--- src/rtl/qed_dup_sequencer_if.sv ---
// ---------------------------------------------------------------------------
// qed_dup_sequencer_if
//
// Bundles the control and status signals exchanged between the QED
// duplicate sequencer and its surroundings (fetch stage, QED i-cache,
// instruction mux, register-file checker).
//
// Signals
//   qed_enable      start or continue QED rounds
//   qed_switch_req  request an early switch to duplicate replay
//   IF_stall        fetch stall, the same signal the cache sees
//   qic_vld         cache vld_out: insert when exec_dup=0, delete when 1
//   exec_dup        duplicate-mode select for cache and mux
//   orig_count      originals captured in the current round
//   dup_count       duplicates replayed in the current round
//   check_valid     one-cycle pulse, register-file comparison is legal
//   busy            sequencer is in any state other than IDLE
//   protocol_err    sticky flag for qic_vld seen where it must not be
//
// Modports
//   slave   the sequencer itself (consumes the requests, drives status)
//   master  whatever drives the requests and observes the status
//
// Handshake: there is no ready/backpressure on this bus. qic_vld is a
// single-cycle qualifier; every cycle it is high counts as exactly one
// cache event, sampled on the rising clock edge. qed_switch_req is a level
// that must be held until the switch is taken (exec_dup rises).
// ---------------------------------------------------------------------------
interface qed_dup_sequencer_if #(
    parameter int CNT_W = 5
);
    logic             qed_enable;
    logic             qed_switch_req;
    logic             IF_stall;
    logic             qic_vld;
    logic             exec_dup;
    logic [CNT_W-1:0] orig_count;
    logic [CNT_W-1:0] dup_count;
    logic             check_valid;
    logic             busy;
    logic             protocol_err;

    modport slave (
        input  qed_enable,
        input  qed_switch_req,
        input  IF_stall,
        input  qic_vld,
        output exec_dup,
        output orig_count,
        output dup_count,
        output check_valid,
        output busy,
        output protocol_err
    );

    modport master (
        output qed_enable,
        output qed_switch_req,
        output IF_stall,
        output qic_vld,
        input  exec_dup,
        input  orig_count,
        input  dup_count,
        input  check_valid,
        input  busy,
        input  protocol_err
    );
endinterface

--- src/rtl/qed_dup_sequencer.sv ---
// ---------------------------------------------------------------------------
// qed_dup_sequencer
//
// Mode controller for the QED instruction cache. Each QED round runs
// through original-instruction capture (ORIG), duplicate replay (DUP) and
// a fixed pipeline drain (DRAIN), then raises check_valid for one cycle
// (CHECK). exec_dup selects duplicate mode in the cache and mux.
//
// Parameters
//   DEPTH         cache entries; usable capacity per round is DEPTH-1
//   CNT_W         instruction counter width, 2^CNT_W > DEPTH-1
//   DRAIN_CYCLES  cycles spent in DRAIN before CHECK, >= 1
//
// Ports
//   clk        single clock, rising edge
//   rst        asynchronous, active-high reset
//   bus        qed_dup_sequencer_if slave modport (requests in, status out)
//   dbg_state  current FSM state encoding (IDLE=0 ORIG=1 DUP=2 DRAIN=3
//              CHECK=4) for checkers and debug
// ---------------------------------------------------------------------------
module qed_dup_sequencer #(
    parameter int DEPTH        = 16,
    parameter int CNT_W        = 5,
    parameter int DRAIN_CYCLES = 8
) (
    input  logic                   clk,
    input  logic                   rst,
    qed_dup_sequencer_if.slave     bus,
    output logic [2:0]             dbg_state
);

    localparam int DRN_W = $clog2(DRAIN_CYCLES + 1);

    localparam logic [CNT_W-1:0] CAP      = CNT_W'(DEPTH - 1);
    localparam logic [CNT_W-1:0] CNT_ZERO = '0;
    localparam logic [DRN_W-1:0] DRN_LOAD = DRN_W'(DRAIN_CYCLES);
    localparam logic [DRN_W-1:0] DRN_ONE  = DRN_W'(1);
    localparam logic [DRN_W-1:0] DRN_ZERO = '0;

    typedef enum logic [2:0] {
        S_IDLE  = 3'd0,
        S_ORIG  = 3'd1,
        S_DUP   = 3'd2,
        S_DRAIN = 3'd3,
        S_CHECK = 3'd4
    } state_t;

    state_t           state;
    state_t           state_d;

    logic [CNT_W-1:0] orig_q;
    logic [CNT_W-1:0] orig_d;
    logic [CNT_W-1:0] dup_q;
    logic [CNT_W-1:0] dup_d;
    logic [DRN_W-1:0] drn_q;
    logic [DRN_W-1:0] drn_d;

    logic [CNT_W-1:0] orig_next;
    logic [CNT_W-1:0] dup_next;
    logic             orig_full;
    logic             dup_done;
    logic             orig_inc;
    logic             dup_inc;
    logic             err_set;

    logic             exec_dup_q;
    logic             check_q;
    logic             busy_q;
    logic             err_q;

    // ------------------------------------------------------------------
    // Counter lookahead. A qic_vld that would push a counter past its
    // limit is a protocol error and is not counted, so the counters
    // saturate at DEPTH-1 (orig) and at orig_count (dup).
    // ------------------------------------------------------------------
    always_comb begin
        orig_full = (orig_q == CAP);
        dup_done  = (dup_q == orig_q);
        orig_inc  = bus.qic_vld && (state == S_ORIG) && !orig_full;
        dup_inc   = bus.qic_vld && (state == S_DUP) && !dup_done;
        orig_next = orig_q + {{(CNT_W-1){1'b0}}, orig_inc};
        dup_next  = dup_q + {{(CNT_W-1){1'b0}}, dup_inc};
    end

    // ------------------------------------------------------------------
    // protocol_err sources: cache activity in states where the cache must
    // be quiet, or beyond the capacity of the current phase.
    // ------------------------------------------------------------------
    always_comb begin
        err_set = 1'b0;
        if (bus.qic_vld) begin
            case (state)
                S_IDLE:  err_set = 1'b1;
                S_ORIG:  err_set = orig_full;
                S_DUP:   err_set = dup_done;
                S_DRAIN: err_set = 1'b1;
                S_CHECK: err_set = 1'b1;
                default: err_set = 1'b1;
            endcase
        end
    end

    // ------------------------------------------------------------------
    // Next-state and counter logic.
    // ------------------------------------------------------------------
    always_comb begin
        state_d = state;
        orig_d  = orig_q;
        dup_d   = dup_q;
        drn_d   = drn_q;

        case (state)
            S_IDLE: begin
                orig_d = CNT_ZERO;
                dup_d  = CNT_ZERO;
                drn_d  = DRN_ZERO;
                if (bus.qed_enable) begin
                    state_d = S_ORIG;
                end
            end

            S_ORIG: begin
                orig_d = orig_next;
                // A switch only happens on an unstalled cycle so the cache
                // and mux change mode on an instruction boundary. A switch
                // request with nothing captured yet is ignored.
                if (!bus.IF_stall &&
                    ((orig_next == CAP) ||
                     (bus.qed_switch_req && (orig_next != CNT_ZERO)))) begin
                    state_d = S_DUP;
                end else if (!bus.qed_enable && (orig_q == CNT_ZERO) &&
                             !bus.qic_vld) begin
                    // Disabling is only honoured before the first capture.
                    state_d = S_IDLE;
                end
            end

            S_DUP: begin
                dup_d = dup_next;
                if (dup_next == orig_q) begin
                    state_d = S_DRAIN;
                    drn_d   = DRN_LOAD;
                end
            end

            S_DRAIN: begin
                // Fixed-length drain, deliberately blind to IF_stall.
                if (drn_q != DRN_ZERO) begin
                    drn_d = drn_q - DRN_ONE;
                end
                if (drn_q <= DRN_ONE) begin
                    state_d = S_CHECK;
                end
            end

            S_CHECK: begin
                orig_d  = CNT_ZERO;
                dup_d   = CNT_ZERO;
                drn_d   = DRN_ZERO;
                state_d = bus.qed_enable ? S_ORIG : S_IDLE;
            end

            default: begin
                state_d = S_IDLE;
                orig_d  = CNT_ZERO;
                dup_d   = CNT_ZERO;
                drn_d   = DRN_ZERO;
            end
        endcase
    end

    // ------------------------------------------------------------------
    // State and counter registers.
    // ------------------------------------------------------------------
    always_ff @(posedge clk or posedge rst) begin
        if (rst) begin
            state  <= S_IDLE;
            orig_q <= CNT_ZERO;
            dup_q  <= CNT_ZERO;
            drn_q  <= DRN_ZERO;
        end else begin
            state  <= state_d;
            orig_q <= orig_d;
            dup_q  <= dup_d;
            drn_q  <= drn_d;
        end
    end

    // ------------------------------------------------------------------
    // Registered mode/status outputs, decoded from the next state so they
    // line up with the state register. exec_dup stays high through DRAIN
    // so the cache cannot accept new inserts while it is empty.
    // ------------------------------------------------------------------
    always_ff @(posedge clk or posedge rst) begin
        if (rst) begin
            exec_dup_q <= 1'b0;
            check_q    <= 1'b0;
            busy_q     <= 1'b0;
            err_q      <= 1'b0;
        end else begin
            exec_dup_q <= (state_d == S_DUP) || (state_d == S_DRAIN);
            check_q    <= (state_d == S_CHECK);
            busy_q     <= (state_d != S_IDLE);
            err_q      <= err_q || err_set;
        end
    end

    assign bus.exec_dup     = exec_dup_q;
    assign bus.orig_count   = orig_q;
    assign bus.dup_count    = dup_q;
    assign bus.check_valid  = check_q;
    assign bus.busy         = busy_q;
    assign bus.protocol_err = err_q;
    assign dbg_state        = state;

endmodule
--- src/flat_wrapper.sv ---
// flat-port wrapper written by rule: the top's interface ports become plain ports
module qed_dup_sequencer_flat 
#(
    parameter int DEPTH        = 16,
    parameter int CNT_W        = 5,
    parameter int DRAIN_CYCLES = 8
)
  (clk, rst, dbg_state, bus_qed_enable, bus_qed_switch_req, bus_IF_stall, bus_qic_vld, bus_exec_dup, bus_orig_count, bus_dup_count, bus_check_valid, bus_busy, bus_protocol_err);
  qed_dup_sequencer_if #(.CNT_W(CNT_W)) bus_i ();
  input  logic clk;
  input  logic rst;
  output logic [2:0] dbg_state;
  input wire logic [$bits(bus_i.qed_enable)-1:0] bus_qed_enable;
  input wire logic [$bits(bus_i.qed_switch_req)-1:0] bus_qed_switch_req;
  input wire logic [$bits(bus_i.IF_stall)-1:0] bus_IF_stall;
  input wire logic [$bits(bus_i.qic_vld)-1:0] bus_qic_vld;
  output wire logic [$bits(bus_i.exec_dup)-1:0] bus_exec_dup;
  output wire logic [$bits(bus_i.orig_count)-1:0] bus_orig_count;
  output wire logic [$bits(bus_i.dup_count)-1:0] bus_dup_count;
  output wire logic [$bits(bus_i.check_valid)-1:0] bus_check_valid;
  output wire logic [$bits(bus_i.busy)-1:0] bus_busy;
  output wire logic [$bits(bus_i.protocol_err)-1:0] bus_protocol_err;
  assign bus_i.qed_enable = bus_qed_enable;
  assign bus_i.qed_switch_req = bus_qed_switch_req;
  assign bus_i.IF_stall = bus_IF_stall;
  assign bus_i.qic_vld = bus_qic_vld;
  assign bus_exec_dup = bus_i.exec_dup;
  assign bus_orig_count = bus_i.orig_count;
  assign bus_dup_count = bus_i.dup_count;
  assign bus_check_valid = bus_i.check_valid;
  assign bus_busy = bus_i.busy;
  assign bus_protocol_err = bus_i.protocol_err;
  qed_dup_sequencer #(.DEPTH(DEPTH), .CNT_W(CNT_W), .DRAIN_CYCLES(DRAIN_CYCLES)) u_core (.clk(clk), .rst(rst), .bus(bus_i), .dbg_state(dbg_state));
endmodule
--- config.mk ---
export PLATFORM = sky130hd
export DESIGN_NAME = qed_dup_sequencer_flat
export DESIGN_NICKNAME = d
export VERILOG_FILES = /design/src/rtl/qed_dup_sequencer_if.sv /design/src/rtl/qed_dup_sequencer.sv /design/src/flat_wrapper.sv
export SDC_FILE = /design/constraint.sdc
export NUM_CORES = 1
export LEC_CHECK = 0
export CAP_MARGIN = 25
export CORE_ASPECT_RATIO = 0.75
export CORE_MARGIN = 2
export CORE_UTILIZATION = 28
export CTS_CLUSTER_DIAMETER = 50
export DETAILED_ROUTE_END_ITERATION = 7
export GPL_ROUTABILITY_DRIVEN = 0
export PLACE_DENSITY = 0.53
export SLEW_MARGIN = 30
export SYNTH_ARGS = -nofsm -noshare
export SYNTH_HDL_FRONTEND = slang
export SYNTH_SLANG_ARGS = --single-unit
--- constraint.sdc ---
create_clock -name clk -period 5.3 [get_ports clk]
set_clock_uncertainty 0.05 [all_clocks]
set_input_delay 1.325 -clock clk [delete_from_list [all_inputs] [get_ports clk]]
set_output_delay 1.325 -clock clk [all_outputs]
set_load 0.005 [all_outputs]
==> flow_summary.json, run 1 <==
{
  "grt_use_met2_pct": 18.1,
  "cp-start-kind": "primary input",
  "clockBufferDepth": 2,
  "ys_warn_count": 0,
  "path_common_cell": "ha_1",
  "crit_chain": "clkdlybuf4s50_1, and3_1, ha_1, ha_1, nand3_1, xnor2_1, nand4b_1, a21bo_2, mux2_4",
  "grt_util_all_layers_pct": 12.3,
  "nFillCells": 469,
  "synth_enable_flop_cells": 0,
  "cts.sink_count": 21,
  "rr_worst_depth": 11,
  "yosysUniqueCellTypes": 44,
  "wl_per_cell_um": 14.2,
  "peakVddDrop_uv": 156,
  "met3_usage_pct": 3.36,
  "viasPerCell": 5.08,
  "ys_seq_elements": 21,
  "worstMarginPinSlew_ns": 0.810,
  "row_count": 21,
  "hold_viol_final": 0,
  "ys.flop_type": "dfrtp_1",
  "period_minus_slack_ns": 3.44,
  "numPortBuffers": 22,
  "critical_path_arrival_ns": 3.54,
  "slew_violations": 0,
  "drv_cap": 0,
  "setup_tns_ns": 0,
  "timing.fmax_ghz": 0.291,
  "max_stage_delay_ns": 0.53,
  "fin_crit_sh_pct": 64.9,
  "clk_pin_slew_ns": 0.08,
  "antenna_found_initial": 0,
  "regArea_um2": 526,
  "dp_hpwl_mm": 2.34,
  "run_status": "finished clean",
  "die_x_um": 84.1,
  "initial_utilization_pct": 29.7,
  "dr.pass1.iters": 4,
  "place_area_um2": 1580,
  "yosysSeqAreaShare_pct": 39.0,
  "setup_violations": 0,
  "die_y_um": 64.1,
  "multiInputGateArea_um2": 741,
  "route.detailed.drc": 0,
  "hold_class": "register to register",
  "route.vias.total": 1117,
  "netlist_instances": 146,
  "cp_slowest_cell": "clkdlybuf4s50_1",
  "root_buffer": "clkbuf_8",
  "grt_pass1_vias": 1102,
  "final_nets": 176,
  "powerDensity_nw_per_um2": 378,
  "stdcell_count": 220,
  "cts_tree": "yes",
  "core_um2": 4550,
  "utilization_pct": 35.7,
  "totalWireLength_mm": 3.13,
  "drt_iter0_markers": 106,
  "hold_depth": 1,
  "dp_cells": 216,
  "crit_type": "primary input to register",
  "place_ws_ns": 1.60,
  "area_growth_pct": 20.2,
  "leakage_nw": 0.740,
  "overflow": 0,
  "cts_resized": 0,
  "worstPathRequired_ns": 5.40,
  "cts.htree.levels": 1,
  "drive_gt1_share_pct": 6.75,
  "setup_slack_ns": 1.86,
  "synth_area_um2": 1350,
  "dieArea_um2": 5390,
  "ctsHoldBuffers": 0,
  "relSlewSlack_pct": 46.0,
  "final_area_um2": 1620,
  "grt_use_met1_pct": 18.1,
  "io_pins": 23,
  "endpoint_kind": "register",
  "clkLatencyLatePin_ns": 0.26,
  "grt_max_degree": 22,
  "synth_nets": 158,
  "rsz0062_at_grt": "false",
  "post_cts_buffers": 0,
  "syn_avg_cell_area_um2": 9.24,
  "async_reset_ff_share_pct": 100,
  "worst-path-max-fanout": 4,
  "grt_pass1_wl_mm": 5.33,
  "ant_nets": 0,
  "grt-busiest-layer": "met2",
  "antenna_cells": 0,
  "cts_buffers": 3
}
-- routing by layer --
layer,wire [µm],share of wire [%],vias up
met3,196,6.3,2
met1,1600,51,525
met5,0,0,-
met4,18,0.58,0
met2,1310,42,37
li1,-,-,553
-- final cells by class --
| cell class | count | share of cell area [%] |
|---|---|---|
| inverters | 5 | 1.16 |
| repair buffers | 22 | 13.6 |
| multi-input cells | 111 | 45.7 |
| flip-flops and latches | 21 | 32.4 |
| well taps | 57 | 4.40 |
| clock buffers | 4 | 2.78 |
-- power breakdown --
part,internal [W],switching (W),leakage [nW]
clock network,0.0000536,0.0000519,0.0228
logic,0.000131,0.000139,0.436
registers,0.000187,0.0000509,0.281
-- path summary, 6_finish.rpt --
check	startpoint	endpoint	slack (ns)
hold / removal	u_core.bus.protocol_err	u_core.bus.protocol_err	0.41
hold reg to reg	u_core.bus.protocol_err	u_core.bus.protocol_err	0.41
min in group asynchronous	rst	u_core.bus.check_valid	1.47
setup / recovery	bus_qic_vld	u_core.drn_q[1]	1.86
setup reg to reg	u_core.dbg_state[0]	u_core.bus.busy	2.21
max in group asynchronous	rst	u_core.drn_q[3]	3.23
-- Yosys cell counts, drive strengths merged (2+ instances only) --
| master | instances | area, µm² |
|---|---|---|
| a21o | 3 | 23.8 |
| a21oi | 5 | 25.0 |
| a22o | 3 | 27.5 |
| a22oi | 2 | 15.0 |
| a31oi | 3 | 18.8 |
| buf | 5 | 48.8 |
| clkbuf | 4 | 15.0 |
| dfrtp | 21 | 526 |
| ha | 6 | 75.1 |
| inv | 5 | 18.8 |
| nand2 | 13 | 48.8 |
| nand2b | 2 | 12.5 |
| nand3 | 6 | 30.0 |
| nand3b | 2 | 15.0 |
| nand4 | 3 | 18.8 |
| nor2 | 15 | 56.3 |
| nor2b | 3 | 18.8 |
| nor3 | 5 | 30.0 |
| o211ai | 3 | 22.5 |
| o21ai | 7 | 35.0 |
| xnor2 | 7 | 68.8 |
| xor2 | 6 | 52.6 |
-- per-stage QoR --
step | total power [W] | hold slack [ns]
floorplan | 0.000424 | 0.401
global placement | 0.000511 | 0.396
detailed placement | 0.000510 | 0.396
CTS | 0.000618 | 0.414
global route | 0.000665 | 0.447
finish | 0.000613 | 0.406
-- cells in the final DEF, fill, tap and decap left out, drive strengths merged, types with 3 or more instances in the layout --
cell type,count
o21ai,7
xor2,6
clkbuf,4
inv,5
nand2,13
a22o,3
nor2b,3
a31oi,3
clkdlybuf4s50,22
nor2,15
dfrtp,21
o211ai,3
a21o,3
nand4,3
nand3,6
a21oi,5
xnor2,7
ha,6
nor3,5
-- cell families (layout without fill, tap and decap cells) --
kind of cell	after synthesis	after routing	synth area share [%]
simple gates	56	56	20.9
compound gates	34	34	17.6
flops	21	21	39.0
buf+inv	14	31	6.12
xor+xnor	13	13	9.00
fa+ha+maj	6	6	5.57
mux	2	2	1.85
-- critical path, delay by kind of cell --
family	cells	cell delay (ns)
xor+xnor	1	0.19
mux	1	0.29
buf+inv	1	0.53
simple gates	3	0.51
compound gates	1	0.28
fa+ha+maj	2	0.40
-- flip-flops by register name, summed over array words and instances, names as in the netlist --
register,count
u_core.bus.orig_count,5
u_core.bus.protocol_err,1
u_core.dbg_state,3
u_core.bus.dup_count,5
u_core.bus.check_valid,1
u_core.bus.exec_dup,1
u_core.bus.busy,1
u_core.drn_q,4
Power figures use the tool's default switching activity.
==> inputs of run 2 (changes only) <==
- PLACE_DENSITY: 0.53 -> 0.54
- clock period: 5.3 -> 3.1 ns (I/O delays scaled with it)
==> run 2 against run 1 <==
Compared with the run above:
- routed wire length rose by 7.6%
- count of clock-buffer cells in the layout unchanged
- first-iteration DRC count shrank 13%
- clock power grew 76%
- total power increased by 82%
- core utilization grew 1.8 points
- register-to-register slack got worse by 1.8 ns
- non-clock buffer count is 11 higher
- critical path depth unchanged
- largest cell class unchanged
==> flow_summary.json, run 2 (synthesis results as in run 1) <==
{
  "slew_violations": 0,
  "drive_gt1_share_pct": 12.6,
  "worst-path-max-fanout": 4,
  "cts_tree": "yes",
  "crit_type": "primary input to register",
  "totalWireLength_mm": 3.37,
  "rr_worst_depth": 10,
  "row_count": 21,
  "area_growth_pct": 26.3,
  "dp_hpwl_mm": 2.55,
  "drt_iter0_markers": 92,
  "io_pins": 23,
  "worstMarginPinSlew_ns": 0.793,
  "peakVddDrop_uv": 252,
  "finalPower_w": 0.00112,
  "antenna_found_initial": 0,
  "drv_cap": 0,
  "clkLatencyLatePin_ns": 0.26,
  "leakage_nw": 0.794,
  "die_y_um": 64.1,
  "cts.htree.levels": 1,
  "layout_commonest_cell": "clkdlybuf4s50_1",
  "die_x_um": 84.1,
  "post_cts_buffers": 0,
  "most-common-layout-cells": "clkdlybuf4s50_1, dfrtp_1, nor2_1",
  "grt_max_degree": 22,
  "ctsHoldBuffers": 0,
  "grt_pass1_vias": 1126,
  "worstPathRequired_ns": 3.20,
  "timing.fmax_ghz": 0.358,
  "setup_tns_ns": 0,
  "cpLargestDelayFamily": "adder cells",
  "period_minus_slack_ns": 2.79,
  "run_status": "finished clean",
  "crit_buf_inv": 1,
  "grt_pass1_wl_mm": 5.55,
  "final_nets": 187,
  "min_to": "u_core.bus.protocol_err",
  "utilization_pct": 37.5,
  "r2r_end": "u_core.drn_q[1]",
  "rsz0062_at_grt": "false",
  "antenna_cells": 0,
  "ant_nets": 0,
  "hold_slack_ns": 0.425,
  "setup_violations": 0,
  "clk_pin_slew_ns": 0.08,
  "core_um2": 4550,
  "hold_start": "u_core.bus.protocol_err",
  "final_area_um2": 1700,
  "place_area_um2": 1660,
  "relSlewSlack_pct": 46.8,
  "grt_util_all_layers_pct": 13.1,
  "wl_per_cell_um": 14.6,
  "powerDensity_nw_per_um2": 656,
  "viasPerCell": 5.07,
  "cp-start-kind": "primary input",
  "fin_crit_sh_pct": 90.0,
  "route.detailed.drc": 0,
  "cp_slowest_cell": "clkdlybuf4s50_1",
  "root_buffer": "clkbuf_8",
  "critical_path_arrival_ns": 2.89,
  "hold_depth": 1,
  "rrSetupSlack_ns": 0.40,
  "numPortBuffers": 22,
  "initial_utilization_pct": 29.7,
  "dr.pass1.iters": 4,
  "hold_viol_final": 0,
  "hold_class": "register to register",
  "max_stage_delay_ns": 0.48,
  "endpoint_kind": "register",
  "cts_resized": 0,
  "cts.sink_count": 21,
  "path_common_cell": "ha_1",
  "clockBufferDepth": 2,
  "route.vias.total": 1171,
  "cts_buffers": 3,
  "overflow": 0,
  "dieArea_um2": 5390,
  "crit_chain": "clkdlybuf4s50_1, and3_1, ha_1, ha_1, xor2_1, nor2_1, nand4b_1, a21bo_2, mux2_4",
  "reg2reg_from": "u_core.bus.dup_count[4]"
}
==> run 2: metrics by stage <==
stage / instances / setup slack (ns)
after detailed placement: 227 / 0.0333
after CTS: 231 / 0.313
after global routing: 231 / 0.129
after floorplan: 146 / 0.414
after global placement: 227 / 0.120
final: 231 / 0.310
==> run 2: worst max path at each step <==
stage	cells after the start	startpoint	to	slack, ns
final	9	bus_qic_vld	u_core.drn_q[1]	0.31
after global routing	10	bus_qic_vld	u_core.bus.busy	0.13
after CTS	9	bus_qic_vld	u_core.drn_q[1]	0.31
after detailed placement	9	bus_qic_vld	u_core.drn_q[1]	0.03
after global placement	9	bus_qic_vld	u_core.drn_q[1]	0.12
after floorplan	12	u_core.bus.orig_count[1]	u_core.drn_q[1]	0.41
==> run 2: layer usage <==
layer / GRT usage (%) / routed length, µm
met5: 0 / 0
met4: 2.42 / 18
met3: 3.36 / 170
met2: 18.8 / 1400
met1: 19.6 / 1780
==> run 2: area by class of cell <==
class	count	area, µm²
fillers	461	2840
flip-flops and latches	21	526
clock buffers	4	45.0
inverters	5	18.8
multi-input cells	111	741
well taps	57	71.3
repair buffers	33	303
==> run 2: worst reg2reg max path: stages (launching register included) <==
cell	delay [ns]
dfrtp_1	0.45
xnor2_1	0.27
nand4_1	0.16
and3_1	0.22
ha_1	0.20
ha_1	0.32
xor2_1	0.15
nor2_1	0.11
nand4b_1	0.12
a21bo_2	0.26
mux2_4	0.29
==> run 2: power breakdown <==
part           internal (W)  switching, W  total (W)  leakage [nW]
clock             0.0000917     0.0000952   0.000187        0.0228
combinational      0.000272      0.000287   0.000558         0.490
sequential         0.000320     0.0000525   0.000372         0.281
==> inputs of run 3 (changes only) <==
- HOLD_SLACK_MARGIN: not set -> 0.1
==> results of run 3 <==
Final layout, timing and power as in run 2 (identical DEF).
